## src/rtl/result_tx_sequencer.sv

```systemverilog
// rtl/result_tx_sequencer.sv - result matrix to UART byte stream sequencer
//
// Purpose:
//   Responds to the control unit's tx_start/tx_busy handshake. On a start
//   request the result matrix is snapshotted, then sent row-major as bytes
//   (optional header byte first, each element MSB byte first), one byte per
//   uart_send/uart_busy handshake with the UART TX core.
//
// Ports:
//   clk         in   system clock
//   rst         in   asynchronous active-high reset
//   tx_start    in   start request (only sampled while idle)
//   result_mat  in   flattened matrix, element k at [k*DATA_W +: DATA_W]
//   uart_busy   in   UART TX core busy
//   tx_busy     out  transfer in progress
//   uart_data   out  byte to transmit
//   uart_send   out  one-cycle send strobe
//   tx_done     out  one-cycle pulse after the last byte completes
//   tx_err      out  one-cycle pulse when the UART never acknowledged a send
module result_tx_sequencer #(
  parameter int         N           = 2,
  parameter int         DATA_W      = 16,
  parameter int         SEND_HEADER = 1,
  parameter logic [7:0] HEADER_BYTE = 8'hA5,
  parameter int         ACK_TIMEOUT = 15
) (
  input  logic                    clk,
  input  logic                    rst,
  input  logic                    tx_start,
  input  logic [N*N*DATA_W-1:0]   result_mat,
  input  logic                    uart_busy,
  output logic                    tx_busy,
  output logic [7:0]              uart_data,
  output logic                    uart_send,
  output logic                    tx_done,
  output logic                    tx_err
);

  localparam int NEL = N * N;
  localparam int BPE = DATA_W / 8;
  localparam int EW  = (NEL > 1) ? $clog2(NEL) : 1;
  localparam int BW  = (BPE > 1) ? $clog2(BPE) : 1;
  localparam int TW  = (ACK_TIMEOUT > 1) ? $clog2(ACK_TIMEOUT) : 1;

  localparam logic [EW-1:0] LAST_ELEM = EW'(NEL - 1);
  localparam logic [BW-1:0] LAST_BYTE = BW'(BPE - 1);
  // Counter runs ACK_TIMEOUT-1 down to 0, giving ACK_TIMEOUT waiting cycles.
  localparam logic [TW-1:0] TO_LOAD   = TW'(ACK_TIMEOUT - 1);

  typedef enum logic [2:0] {
    IDLE,
    LOAD,
    SEND,
    WAIT_ACK,
    WAIT_IDLE,
    DONE
  } state_t;

  state_t                  state, state_n;
  logic [N*N*DATA_W-1:0]   snap;
  logic                    snap_ld;
  logic [EW-1:0]           elem_cnt, elem_n;
  logic [BW-1:0]           byte_cnt, byte_n;
  logic                    hdr_pend, hdr_n;
  logic [TW-1:0]           to_cnt, to_n;
  logic                    busy_n, send_n, done_n, err_n;
  logic [7:0]              data_n;
  logic [DATA_W-1:0]       cur_elem;
  logic [7:0]              cur_byte;
  logic                    is_last;

  // Byte selection from the snapshot: element by elem_cnt, byte MSB first.
  always_comb begin
    cur_elem = '0;
    for (int k = 0; k < NEL; k++) begin
      if (elem_cnt == EW'(k)) cur_elem = snap[k*DATA_W +: DATA_W];
    end
    cur_byte = '0;
    for (int b = 0; b < BPE; b++) begin
      if (byte_cnt == BW'(b)) cur_byte = cur_elem[(BPE-1-b)*8 +: 8];
    end
  end

  assign is_last = !hdr_pend && (elem_cnt == LAST_ELEM) && (byte_cnt == LAST_BYTE);

  always_comb begin
    state_n = state;
    snap_ld = 1'b0;
    elem_n  = elem_cnt;
    byte_n  = byte_cnt;
    hdr_n   = hdr_pend;
    to_n    = to_cnt;
    busy_n  = tx_busy;
    data_n  = uart_data;
    send_n  = 1'b0;
    done_n  = 1'b0;
    err_n   = 1'b0;
    case (state)
      IDLE: begin
        if (tx_start) begin
          snap_ld = 1'b1;
          elem_n  = '0;
          byte_n  = '0;
          hdr_n   = (SEND_HEADER != 0);
          busy_n  = 1'b1;
          state_n = LOAD;
        end
      end
      LOAD: begin
        data_n  = hdr_pend ? HEADER_BYTE : cur_byte;
        state_n = SEND;
      end
      SEND: begin
        // A UART still busy from elsewhere stalls here without arming the timeout.
        if (!uart_busy) begin
          send_n  = 1'b1;
          to_n    = TO_LOAD;
          state_n = WAIT_ACK;
        end
      end
      WAIT_ACK: begin
        if (uart_busy) begin
          state_n = WAIT_IDLE;
        end else if (to_cnt == '0) begin
          err_n   = 1'b1;
          busy_n  = 1'b0;
          state_n = IDLE;
        end else begin
          to_n = to_cnt - 1'b1;
        end
      end
      WAIT_IDLE: begin
        if (!uart_busy) begin
          if (is_last) begin
            // tx_done is visible while in DONE, so a start in that cycle is ignored.
            done_n  = 1'b1;
            state_n = DONE;
          end else begin
            if (hdr_pend) begin
              hdr_n = 1'b0;
            end else if (byte_cnt == LAST_BYTE) begin
              byte_n = '0;
              elem_n = elem_cnt + 1'b1;
            end else begin
              byte_n = byte_cnt + 1'b1;
            end
            state_n = LOAD;
          end
        end
      end
      DONE: begin
        busy_n  = 1'b0;
        state_n = IDLE;
      end
      default: begin
        busy_n  = 1'b0;
        state_n = IDLE;
      end
    endcase
  end

  always_ff @(posedge clk or posedge rst) begin
    if (rst) begin
      state     <= IDLE;
      snap      <= '0;
      elem_cnt  <= '0;
      byte_cnt  <= '0;
      hdr_pend  <= 1'b0;
      to_cnt    <= '0;
      tx_busy   <= 1'b0;
      uart_data <= 8'h00;
      uart_send <= 1'b0;
      tx_done   <= 1'b0;
      tx_err    <= 1'b0;
    end else begin
      state     <= state_n;
      if (snap_ld) snap <= result_mat;
      elem_cnt  <= elem_n;
      byte_cnt  <= byte_n;
      hdr_pend  <= hdr_n;
      to_cnt    <= to_n;
      tx_busy   <= busy_n;
      uart_data <= data_n;
      uart_send <= send_n;
      tx_done   <= done_n;
      tx_err    <= err_n;
    end
  end

endmodule

```

## config.mk

```make
export PLATFORM = sky130hd
export DESIGN_NAME = result_tx_sequencer
export DESIGN_NICKNAME = d
export VERILOG_FILES = /design/src/rtl/result_tx_sequencer.sv
export SDC_FILE = /design/constraint.sdc
export NUM_CORES = 1
export LEC_CHECK = 0
export CORE_ASPECT_RATIO = 1.25
export CORE_MARGIN = 2
export CORE_UTILIZATION = 56
export CTS_CLUSTER_SIZE = 40
export DETAILED_ROUTE_END_ITERATION = 8
export GPL_ROUTABILITY_DRIVEN = 0
export MAX_ROUTING_LAYER = met4
export PLACE_DENSITY_LB_ADDON = 0.12
export SETUP_SLACK_MARGIN = 0.4
export SLEW_MARGIN = 15
export SYNTH_ARGS = -nofsm -noshare
export SYNTH_HDL_FRONTEND = slang
export SYNTH_SLANG_ARGS = --single-unit
```

## constraint.sdc

```tcl
create_clock -name clk -period 6.4 [get_ports clk]
set_input_delay 1.92 -clock clk [delete_from_list [all_inputs] [get_ports clk]]
set_output_delay 1.92 -clock clk [all_outputs]
set_load 0.01 [all_outputs]
```

After elaboration in Yosys (flattened, before gate mapping)
Cells that the tools add are included.
{"block": "op_classes", "add_sub_neg": 3, "eq_ne": 17, "n_mux": 46, "n_bitwise": 1, "n_reduce_logical": 15}
{"cell": "2-to-1 mux 16 bit", "count": 4}
{"cell": "2-to-1 mux 1 bit", "count": 20}
{"cell": "2-to-1 mux 3 bit", "count": 6}
{"cell": "inequality test 2 bit, second input constant", "count": 9}
{"cell": "2-to-1 mux 8 bit", "count": 2}
{"cell": "AND reduction 4 bit", "count": 4}
{"cell": "one-hot mux 3 bit (5 select lines)", "count": 1}
{"cell": "2-to-1 mux 4 bit", "count": 3}
{"cell": "2-to-1 mux 2 bit", "count": 5}
{"cell": "one-hot mux 4 bit (2 select lines)", "count": 1}
{"cell": "equality test 3 x 2 -> 1 bit, second input constant", "count": 2}
{"cell": "AND reduction 6 bit", "count": 1}
{"cell": "AND reduction 5 bit", "count": 1}
{"cell": "equality test 2 bit, second input constant", "count": 2}
{"cell": "logical NOT 4 bit", "count": 1}
{"cell": "one-hot mux 1 bit (2 select lines)", "count": 2}
{"cell": "one-hot mux 2 bit (2 select lines)", "count": 1}
{"cell": "nonzero test 2 bit", "count": 2}
{"cell": "subtractor 4 x 1 -> 4 bit, second input constant", "count": 1}
{"cell": "equality test 3 x 1 -> 1 bit, second input constant", "count": 1}
{"cell": "equality test 3 bit, second input constant", "count": 1}
{"cell": "logical NOT 3 bit", "count": 1}
{"cell": "inequality test 3 bit, second input constant", "count": 1}
{"cell": "one-hot mux 1 bit (3 select lines)", "count": 1}
{"cell": "8 further kinds", "count": 9}
{"block": "totals", "reg_bits": 87}

Depth between registers and ports, before layout
Gate-level depths: netlist (run 1).
{"block": "logic_depth", "ltp_word": 7, "depth_mapped": 8}

Worst setup path before layout (run 1)
Ideal clock, no wire load.
{"block": "synth_path", "path_kind": "in2reg", "from": "input port tx_start", "to": "register snap[11]", "setup_time_ns": 0.127, "arrival_ns": 2.781, "slack_ns": 3.492, "stages": 5, "n_path_buf": 2, "cell_sequence": "nor2b_1 -> and2_1 -> buf_6 -> buf_6 -> mux2_1"}
{"block": "synth_between", "elab_chain_cells": 2}
{"element": "start: declaration", "line_no": "29", "rtl": "input logic tx_start,"}
{"element": "2-to-1 mux 1 bit", "line_no": "100", "rtl": "if (tx_start) begin"}
{"element": "2-to-1 mux 1 bit", "line_no": "98", "rtl": "case (state)"}
{"element": "end signal: assignment", "line_no": "177", "rtl": "if (snap_ld) snap <= result_mat;"}
{"element": "end: declaration", "line_no": "60", "rtl": "logic [N*N*DATA_W-1:0] snap;"}
Every way passes these cells.
A chain may end at the register's enable or synchronous reset.

Worst setup path after layout (run 1)
{"block": "layout_path", "from": "input port tx_start", "to": "register elem_cnt[0]"}
{"block": "layout_between", "elab_chain_cells": 2}
{"element": "inequality test 2 bit (no source line)"}
{"element": "AND reduction 6 bit (no source line)"}
{"element": "end signal: assignment", "line_no": "178", "rtl": "elem_cnt <= elem_n;"}
{"element": "end: declaration", "line_no": "62", "rtl": "logic [EW-1:0] elem_cnt, elem_n;"}
Every way passes these cells.

==> out/qor.yml, run 1 <==
antenna_found_initial: 0
track_usage_pct: 24.4
crit_family: "buffers and inverters"
fin_crit_ns: 3.92
cts.path.max_buffers: 2
drt_pass1_iterations: 5
fin_total_pwr_uw: 2140
final-setup-viol-count: 0
crit_slowest_cell: "and2_2"
rows: 34
cts_hold_buf: 0
fin_cells: 506
hold_depth: 1
routed_via_density: 5.75
worstPathRequired_ns: 6.68
cts.clk_slew.worst_paths_ns: 0.09
drtIter0Drc: 181
vias: 2911
drtAntennaViolNets: 0
crit_chain: "clkdlybuf4s50_1 > nor2b_1 > and2_2 > buf_4 > o21bai_1 > mux2i_1"
cts_resized: 0
ir_worst_vdd_mv: 0.226
drv_cap: 0
critical_path.startpoint_type: "input port"
synth_area_leaders: "dfrtp_1 54%, mux2_1 12%, mux2_2 3.6%"
tns_ns: 0
dpl.cell_count: 490
drcViolationCount: 0
ys_warn_count: 0
detail_route.wl_per_cell_um: 16.7
start_util_pct: 58.0
grt_pass1_vias: 2929
post_synth_inst_count: 339
finalHoldViolCount: 0
worst_slack_ns: 2.48
fp.dieH_um: 99.0
cts_sinks: 87
synth_fp_nets: 412
nets: 484
slowest_delay_ns: 0.60
gr-total-overflow: 0
arrival_ns: 4.20
slew_headroom_pct: 43.5
synth_ff_type: "dfrtp_1"
fmaxAchievable_mhz: 255
fin_worst_skew_ns: 0.00932
worstHoldPathType: "register to register"
synth_area_leader_cell: "dfrtp_1"
cts_root_buffer: "clkbuf_8"
dieWidth_um: 80.0
io_pins: 80
timing.critical_path.buf_inv: 2
reg2reg_depth: 6
yosysMostFrequentCell: "dfrtp_1"
ys_seq_elements: 87
cts_tree: "yes"
dieArea_um2: 7930
fill_cells: 530
port_buffers: 79
drive_gt1_share_pct: 10.1
end_kind: "register"
p_per_area_nw_per_um2: 426
synth_common_cells: "87 x dfrtp_1, 44 x mux2_1, 31 x nand2_1"
synth_edf_count: 0
yosysUniqueCellTypes: 44
grt_max_degree: 67
cts_made_buffers: 9
rsz0062_at_grt: "false"
synth-seq-area-share_pct: 53.8
synth_area_um2: 4050
async_flop_share_pct: 100
tightest_slew_ns: 0.847
post_cts_buffers: 0
clk_latency_ns: 0.36
area_growth_pct: 24.0
post-place-ws_ns: 2.05
slew_violations: 0
drt_wl_total_um: 8450
core_um2: 6980
cts_max_level: 3
leakage_uw: 0.00204
diodes: 0
status: "completed"
cp_max_fo: 46
critPathKind: "input port to register"
hold_slack_ns: 0.494
syn_area_per_cell_um2: 11.9
synth_top_cell_area_share_pct: 53.8
post-route-period-util_pct: 61.2
grt_pass1_wl_um: 14200
path_depth: 6
hpwl_um: 6070
-- kinds of logic after synthesis --
group,Yosys count,share of synthesized area (%)
fa+ha+maj,5,1.55
flops,87,53.8
mux,59,16.4
compound gates,78,13.5
buf+inv,35,4.92
simple gates,75,9.86
-- final timing paths --
check	slack, ns	from	end
setup / recovery	2.48	tx_start	elem_cnt[0]$_DFFE_PP0P_
hold / removal	0.49	snap[28]$_DFFE_PP0P_	snap[28]$_DFFE_PP0P_
setup reg to reg	3.75	elem_cnt[1]$_DFFE_PP0P_	uart_data[4]$_DFFE_PP0P_
hold reg to reg	0.49	snap[28]$_DFFE_PP0P_	snap[28]$_DFFE_PP0P_
max in group asynchronous	3.42	rst	snap[5]$_DFFE_PP0P_
min in group asynchronous	1.84	rst	snap[53]$_DFFE_PP0P_
-- layout make-up --
cell class,instances,area [µm²],share of cell area [%]
clock buffer,10,138,2.74
clock inverter,6,46.3,0.923
inverter,13,50.0,0.998
multi-input combinational,217,1670,33.3
sequential,87,2180,43.4
tap,90,113,2.24
timing repair buffer,83,821,16.4
-- layout by cell type, fill, tap and decap left out, types with 3 or more instances in the layout --
cell type        instances
nor3_1                   6
nand3b_1                 5
nand2_1                 31
buf_4                    4
mux2_2                  13
ha_1                     5
a221oi_1                 8
o311ai_0                 4
o21ai_0                 16
inv_1                   12
clkdlybuf4s50_1         79
mux2_1                  44
a221o_1                  6
dfrtp_1                 87
clkinv_4                 3
a211oi_1                 6
a32o_1                   5
a21oi_1                 19
nor2_1                   7
nor2b_1                 14
clkbuf_8                10
-- per-stage QoR --
stage,area (µm²),util (%)
2_1_floorplan,4050,-
3_3_place_gp,4830,69.3
3_5_place_dp,4830,69.3
4_1_cts,5020,71.9
5_1_grt,5020,71.9
6_report,5020,71.9
-- power breakdown --
group          switching (µW)  total [µW]  internal, µW
Clock                     197         350           153
Combinational             383         803           420
Sequential                172         983           811
Total                     752        2140          1380
-- flip-flops by register name, summed over array words and instances, names as in the netlist --
register / cells
to_cnt: 4
state: 3
hdr_pend: 1
tx_busy: 1
elem_cnt: 2
snap: 64
tx_done: 1
uart_data: 8
tx_err: 1
uart_send: 1
byte_cnt: 1
-- per-layer routing --
layer | wire, µm | up-vias | track usage [%]
li1 | - | 1374 | -
met1 | 3640 | 1441 | 32.6
met2 | 4240 | 84 | 37.1
met3 | 449 | 12 | 5.04
met4 | 124 | 0 | 8.74
met5 | 0 | - | -
No activity file was read; power rests on OpenSTA's default activity.
==> inputs of run 2 (changes only) <==
- CORE_UTILIZATION: 56 -> 47
- clock period: 6.4 -> 3.45 ns (I/O delays scaled with it)
==> run 2 against run 1 <==
Compared with the run above:
- cell count increased by 1.6%
- critical path depth stayed put
- clock skew shrank 0.0011 ns
- register-to-register slack got worse by 2.7 ns
- sequential share of layout area decreased by 0.58 points
- wire length increased by 2.0%
- global-route usage down 4.3 points
- highest routed layer unchanged
==> out/qor.yml, run 2 (synthesis results as in run 1) <==
rows: 37  # was 34
grt_pass1_vias: 2899  # was 2929
regMostFlops: "snap"  # unchanged
io_pins: 80  # unchanged
fill_cells: 695  # was 530
routed_via_density: 5.58  # was 5.75
leakage_uw: 0.00206  # was 0.00204 µW
worst_r2r_startpoint: "elem_cnt[0]$_DFFE_PP0P_"  # was elem_cnt[1]$_DFFE_PP0P_
start_util_pct: 48.8  # was 58.0%
cts.path.max_buffers: 2  # unchanged
cts_resized: 0  # unchanged
cts_made_buffers: 9  # unchanged
fmaxAchievable_mhz: 409
regToRegEndpoint: "uart_data[3]$_DFFE_PP0P_"  # was uart_data[4]$_DFFE_PP0P_
drtIter0Drc: 180  # was 181
switching_power_uw: 1380  # was 752 µW
tns_ns: 0  # unchanged
tightest_slew_ns: 1.06  # was 0.847 ns
largest_registers: "snap (64), uart_data (8), to_cnt (4)"  # unchanged
grt_max_degree: 75  # was 67
diodes: 0  # unchanged
post_dp_cell_area_um2: 4880  # was 4830 µm²
final_util_pct: 61.3  # was 71.9%
final_common_cell: "dfrtp_1"  # unchanged
dieWidth_um: 87.0  # was 80.0 µm
p_int_uw: 2650  # was 1380 µW
p_per_area_nw_per_um2: 793  # was 426 nW/µm²
startpoint: "tx_start"  # unchanged
post-route-period-util_pct: 70.9
gr-total-overflow: 0  # unchanged
hpwl_um: 6050  # was 6070 µm
core_um2: 8290  # was 6980 µm²
slew_headroom_pct: 29.6  # was 43.5%
clk_latency_ns: 0.36  # about the same
nets: 485  # was 484
detail_route.wl_per_cell_um: 16.8  # was 16.7 µm
rsz0062_at_grt: "false"  # unchanged
cts_tree: "yes"  # unchanged
end_kind: "register"  # unchanged
dieArea_um2: 9370  # was 7930 µm²
largest_reg_flops: 64  # unchanged
fp.dieH_um: 108  # was 99.0 µm
drt_wl_total_um: 8630  # was 8450 µm
vias: 2869  # was 2911
drt_pass1_iterations: 4  # was 5
final_cell_mix: "87 x dfrtp_1, 79 x clkdlybuf4s50_1, 44 x mux2_1"  # unchanged
finalHoldViolCount: 0  # unchanged
worstHoldPathType: "register to register"  # unchanged
cp_max_fo: 74  # was 46
cts.clk_slew.worst_paths_ns: 0.09  # about the same
reg2reg_depth: 6  # unchanged
antenna_found_initial: 0  # unchanged
port_buffers: 79  # unchanged
track_usage_pct: 20.1  # was 24.4%
p_clk_share_pct: 18.3  # was 16.4%
final-setup-viol-count: 0  # unchanged
fin_crit_ns: 2.45
status: "completed"  # unchanged
arrival_ns: 2.73  # was 4.20 ns
drtAntennaViolNets: 0  # unchanged
area_growth_pct: 25.6  # was 24.0%
post_cts_buffers: 0  # unchanged
critPathCapture: "elem_cnt[1]$_DFFE_PP0P_"  # was elem_cnt[0]$_DFFE_PP0P_
fin_total_pwr_uw: 4030  # was 2140 µW
drcViolationCount: 0  # unchanged
slew_violations: 0  # unchanged
pwr-share-comb_pct: 36.4  # was 37.6%
postLayoutCellArea_um2: 5080  # was 5020 µm²
cts_max_level: 3  # unchanged
cts_root_buffer: "clkbuf_8"  # unchanged
drive_gt1_share_pct: 10.3  # was 10.1%
p_sw_share_pct: 34.2  # was 35.2%
cts_sinks: 87  # unchanged
fin_worst_skew_ns: 0.00823  # was 0.00932 ns
critPathKind: "input port to register"  # unchanged
r2r_slack_ns: 1.02  # was 3.75 ns
worstPathRequired_ns: 3.74  # was 6.68 ns
cts_hold_buf: 0  # unchanged
pwr-share-seq_pct: 45.3  # was 46.0%
drv_cap: 0  # unchanged
hold_slack_ns: 0.489  # was 0.494 ns
ir_worst_vdd_mv: 0.452  # was 0.226 mV
grt_pass1_wl_um: 14000  # was 14200 µm
critical_path.startpoint_type: "input port"  # unchanged
==> run 2: changes by cell type in the layout (fill, tap and decap cells not counted) <==
cell / change
buf_4: -1
buf_12: +2
clkinvlp_4: +2
bufinv_16: +1
clkinv_2: -2
clkinv_4: -1
==> run 2: worst min-delay path by stage <==
stage,start,endpoint,slack (ns),cells past startpoint
2_1_floorplan,snap[11]$_DFFE_PP0P_,snap[11]$_DFFE_PP0P_,0.46,1
3_3_place_gp,snap[56]$_DFFE_PP0P_,snap[56]$_DFFE_PP0P_,0.47,1
3_5_place_dp,snap[20]$_DFFE_PP0P_,snap[20]$_DFFE_PP0P_,0.47,1
4_1_cts,snap[20]$_DFFE_PP0P_,snap[20]$_DFFE_PP0P_,0.49,1
5_1_grt,snap[19]$_DFFE_PP0P_,snap[19]$_DFFE_PP0P_,0.51,1
6_report,snap[20]$_DFFE_PP0P_,snap[20]$_DFFE_PP0P_,0.49,1
==> run 2: metal layers <==
metal | routed length (µm) | vias up | track usage, % | share of wire (%)
met5 | 0 | - | - | 0
met4 | 176 | 0 | 7.92 | 2.0
met3 | 329 | 17 | 3.99 | 3.8
met2 | 4300 | 63 | 31.7 | 50
met1 | 3820 | 1419 | 25.4 | 44
li1 | - | 1370 | - | -
==> run 2: through the flow <==
stage	cells	setup slack, ns
global route	514	0.862
global placement	498	0.747
detailed placement	498	0.682
CTS	514	1.00
finish	514	1.00
floorplan	339	1.41
==> run 2: final cells by class <==
class                           count  area [µm²]  share of cell area, %
Tap cell                           97         121                   2.39
Clock buffer                       10         138                   2.71
Timing Repair Buffer               84         853                   16.8
Multi-Input combinational cell    217        1670                   32.9
Sequential cell                    87        2180                   42.8
Inverter                           13        52.6                   1.03
Clock inverter                      6        70.1                   1.38
==> run 2: critical path: stages <==
cell	delay [ns]
clkdlybuf4s50_1	0.49
nor2b_1	0.15
and2_2	0.19
buf_12	0.30
o21bai_1	0.25
mux2i_1	0.24
==> run 2: power by group through the flow <==
stage / clock network, µW / logic, µW / registers (µW)
final: 736 / 1470 / 1830
after floorplan: 0 / 1150 / 1730
after global placement: 0 / 1450 / 1830
after CTS: 755 / 1490 / 1830
after global routing: 796 / 1640 / 1890
after detailed placement: 0 / 1480 / 1840
==> inputs of run 3 (changes only) <==
- CORE_UTILIZATION: 47 -> 52
- clock period: 3.45 -> 2.4 ns (I/O delays scaled with it)
==> run 3 against run 2 <==
Compared with the run above:
- critical path depth increased by 1
- cell count rose by 1.6%
- design area rose by 3.7%
- via count increased by 3.6%
- largest cell class unchanged
==> out/qor.yml, run 3 (synthesis results as in run 1) <==
crit_chain: "inv_1 > ha_1 > buf_6 > a221oi_1 > o311ai_2 > buf_4 > a32o_1"  # was clkdlybuf4s50_1 > nor2b_1 > and2_2 > buf_12 > o21bai_1 > mux2i_1
grt_pass1_wl_um: 14800  # was 14000 µm
arrival_ns: 2.22  # was 2.73 ns
port_buffers: 79  # unchanged
crit_family: "compound AO/OA/AOI/OAI gates"  # was buffers and inverters
final_common_cell: "dfrtp_1"  # unchanged
drive_gt1_share_pct: 14.7  # was 10.3%
pwr-share-seq_pct: 43.6  # was 45.3%
status: "completed"  # unchanged
slew_headroom_pct: 62.8  # was 29.6%
cts_sinks: 87  # unchanged
dieWidth_um: 82.9  # was 87.0 µm
cts.clk_slew.worst_paths_ns: 0.08  # was 0.09 ns
track_usage_pct: 23.1  # was 20.1%
timing.critical_path.buf_inv: 3  # was 2
routed_via_density: 5.69  # was 5.58
io_pins: 80  # unchanged
diodes: 0  # unchanged
p_clk_share_pct: 16.5  # was 18.3%
cts_max_level: 3  # unchanged
grt_max_degree: 41  # was 75
drt_pass1_iterations: 5  # was 4
cts_made_buffers: 9  # unchanged
critical_path.startpoint_type: "register"  # was input port
clk_latency_ns: 0.35  # was 0.36 ns
drtIter0Drc: 119  # was 180
grt_pass1_vias: 3020  # was 2899
regToRegEndpoint: "uart_data[3]$_DFFE_PP0P_"  # unchanged
ir_worst_vdd_mv: 0.592  # was 0.452 mV
r2r_slack_ns: 0.42  # was 1.02 ns
p_sw_share_pct: 34.5  # was 34.2%
core_um2: 7440  # was 8290 µm²
final_cell_mix: "87 x dfrtp_1, 73 x clkdlybuf4s50_1, 44 x mux2_1"  # was 87 x dfrtp_1, 79 x clkdlybuf4s50_1, 44 x mux2_1
rsz0062_at_grt: "true"  # was false
fin_crit_ns: 1.98
hold_depth: 1  # unchanged
nets: 499  # was 485
switching_power_uw: 2090  # was 1380 µW
slew_violations: 0  # unchanged
antenna_found_initial: 0  # unchanged
drv_cap: 0  # unchanged
area_growth_pct: 30.3  # was 25.6%
end_kind: "register"  # unchanged
crit_slowest_cell: "dfrtp_1"  # was clkdlybuf4s50_1
post-route-period-util_pct: 82.3
worst_r2r_startpoint: "elem_cnt[1]$_DFFE_PP0P_"  # was elem_cnt[0]$_DFFE_PP0P_
worstPathRequired_ns: 2.64  # was 3.74 ns
start_util_pct: 54.4  # was 48.8%
regMostFlops: "snap"  # unchanged
final-setup-viol-count: 0  # unchanged
fin_worst_skew_ns: 0.0126  # was 0.00823 ns
reg2reg_depth: 7  # was 6
largest_reg_flops: 64  # unchanged
worst_slack_ns: 0.425  # was 1.00 ns
tns_ns: 0  # unchanged
cts.path.max_buffers: 2  # unchanged
detail_route.wl_per_cell_um: 17.7  # was 16.8 µm
vias: 2971  # was 2869
drcViolationCount: 0  # unchanged
cp_max_fo: 24  # was 74
cts_root_buffer: "clkbuf_8"  # unchanged
gr-total-overflow: 0  # unchanged
rows: 35  # was 37
slowest_delay_ns: 0.39  # was 0.49 ns
pwr-share-comb_pct: 39.9  # was 36.4%
p_int_uw: 3960  # was 2650 µW
cts_tree: "yes"  # unchanged
final_util_pct: 70.8  # was 61.3%
finalHoldViolCount: 0  # unchanged
largest_registers: "snap (64), uart_data (8), to_cnt (4)"  # unchanged
critPathKind: "register to register"  # was input port to register
fmaxAchievable_mhz: 506
fp.dieH_um: 103  # was 108 µm
hpwl_um: 6700  # was 6050 µm
p_per_area_nw_per_um2: 1150  # was 793 nW/µm²
fin_cells: 522  # was 514
fin_total_pwr_uw: 6050  # was 4030 µW
tightest_slew_ns: 0.556  # was 1.06 ns
leakage_uw: 0.00219  # was 0.00206 µW
drtAntennaViolNets: 0  # unchanged
holdCritStartpoint: "snap[38]$_DFFE_PP0P_"  # was snap[20]$_DFFE_PP0P_
dieArea_um2: 8510  # was 9370 µm²
post-place-ws_ns: 0.0394  # was 0.682 ns
worstHoldEndpoint: "snap[38]$_DFFE_PP0P_"  # was snap[20]$_DFFE_PP0P_
worstHoldPathType: "register to register"  # unchanged
dpl.cell_count: 506  # was 498
post_cts_buffers: 0  # unchanged
fill_cells: 584  # was 695
drt_wl_total_um: 9230  # was 8630 µm
==> run 3: cell count changes in the layout (fill, tap and decap cells not counted), moves of 3 or more <==
cell / before / now
a221oi_1: 8 / 3
clkdlybuf4s50_1: 79 / 73
buf_6: 0 / 3
a221oi_2: 0 / 5
buf_4: 3 / 11
dlygate4sd2_1: 0 / 4
clkinvlp_4: 4 / 1
==> run 3: how the worst max path moves through the flow <==
stage,start,endpoint,slack [ns],cells after the start
after global placement,tx_start,snap[63]$_DFFE_PP0P_,0.09,5
after detailed placement,tx_start,elem_cnt[0]$_DFFE_PP0P_,0.04,6
final,elem_cnt[1]$_DFFE_PP0P_,uart_data[3]$_DFFE_PP0P_,0.42,7
after floorplan,elem_cnt[0]$_DFFE_PP0P_,uart_data[1]$_DFFE_PP0P_,0.63,8
after global routing,elem_cnt[1]$_DFFE_PP0P_,uart_data[3]$_DFFE_PP0P_,0.38,7
after CTS,tx_start,elem_cnt[0]$_DFFE_PP0P_,0.40,6
==> run 3: metal layers <==
metal  part of all wire, %  vias up  track usage, %
met1                    42     1455            28.5
met4                   2.4        0            9.46
met3                   5.2       23            4.72
li1                      -     1395               -
met5                     0        -               -
met2                    50       98            37.7
==> run 3: repair_timing <==
| item | 4_1_cts | 5_1_grt |
|---|---|---|
| endpoints found under the setup margin | 6 | 68 |
| hold buffers | 0 | 0 |
| cloned | 0 | 1 |
| resized for setup | 6 | 16 |
==> run 3: worst register-to-register path: cells and delay by family, from the launching register on <==
kind / cells / cell delay [ns]
AO/OA/AOI/OAI: 3 / 0.80
buffers and inverters: 3 / 0.45
flip-flops: 1 / 0.39
adder cells (fa/ha/maj): 1 / 0.24
==> run 3: power by group through the flow <==
stage	Sequential (µW)	Combinational [µW]	Clock [µW]
2_1_floorplan	2490	1660	0
3_3_place_gp	2620	2200	0
3_5_place_dp	2650	2290	0
4_1_cts	2620	2290	1020
5_1_grt	2730	2660	1090
6_report	2640	2410	997
==> run 3: layout make-up <==
class                      instances  area [µm²]  share of cell area [%]
tap                               92         115                    2.18
inverter                          13        52.6                   0.997
clock inverter                     3        43.8                   0.831
clock buffer                      12         145                    2.75
multi-input combinational        217        1730                    32.7
sequential                        87        2180                    41.3
timing repair buffer              98        1010                    19.2
==> run 3: through the flow <==
step	hold slack, ns	cell area, µm²
final	0.487	5270
after global routing	0.506	5270
after CTS	0.492	5180
after detailed placement	0.474	4990
after global placement	0.469	4990
after floorplan	0.458	4050
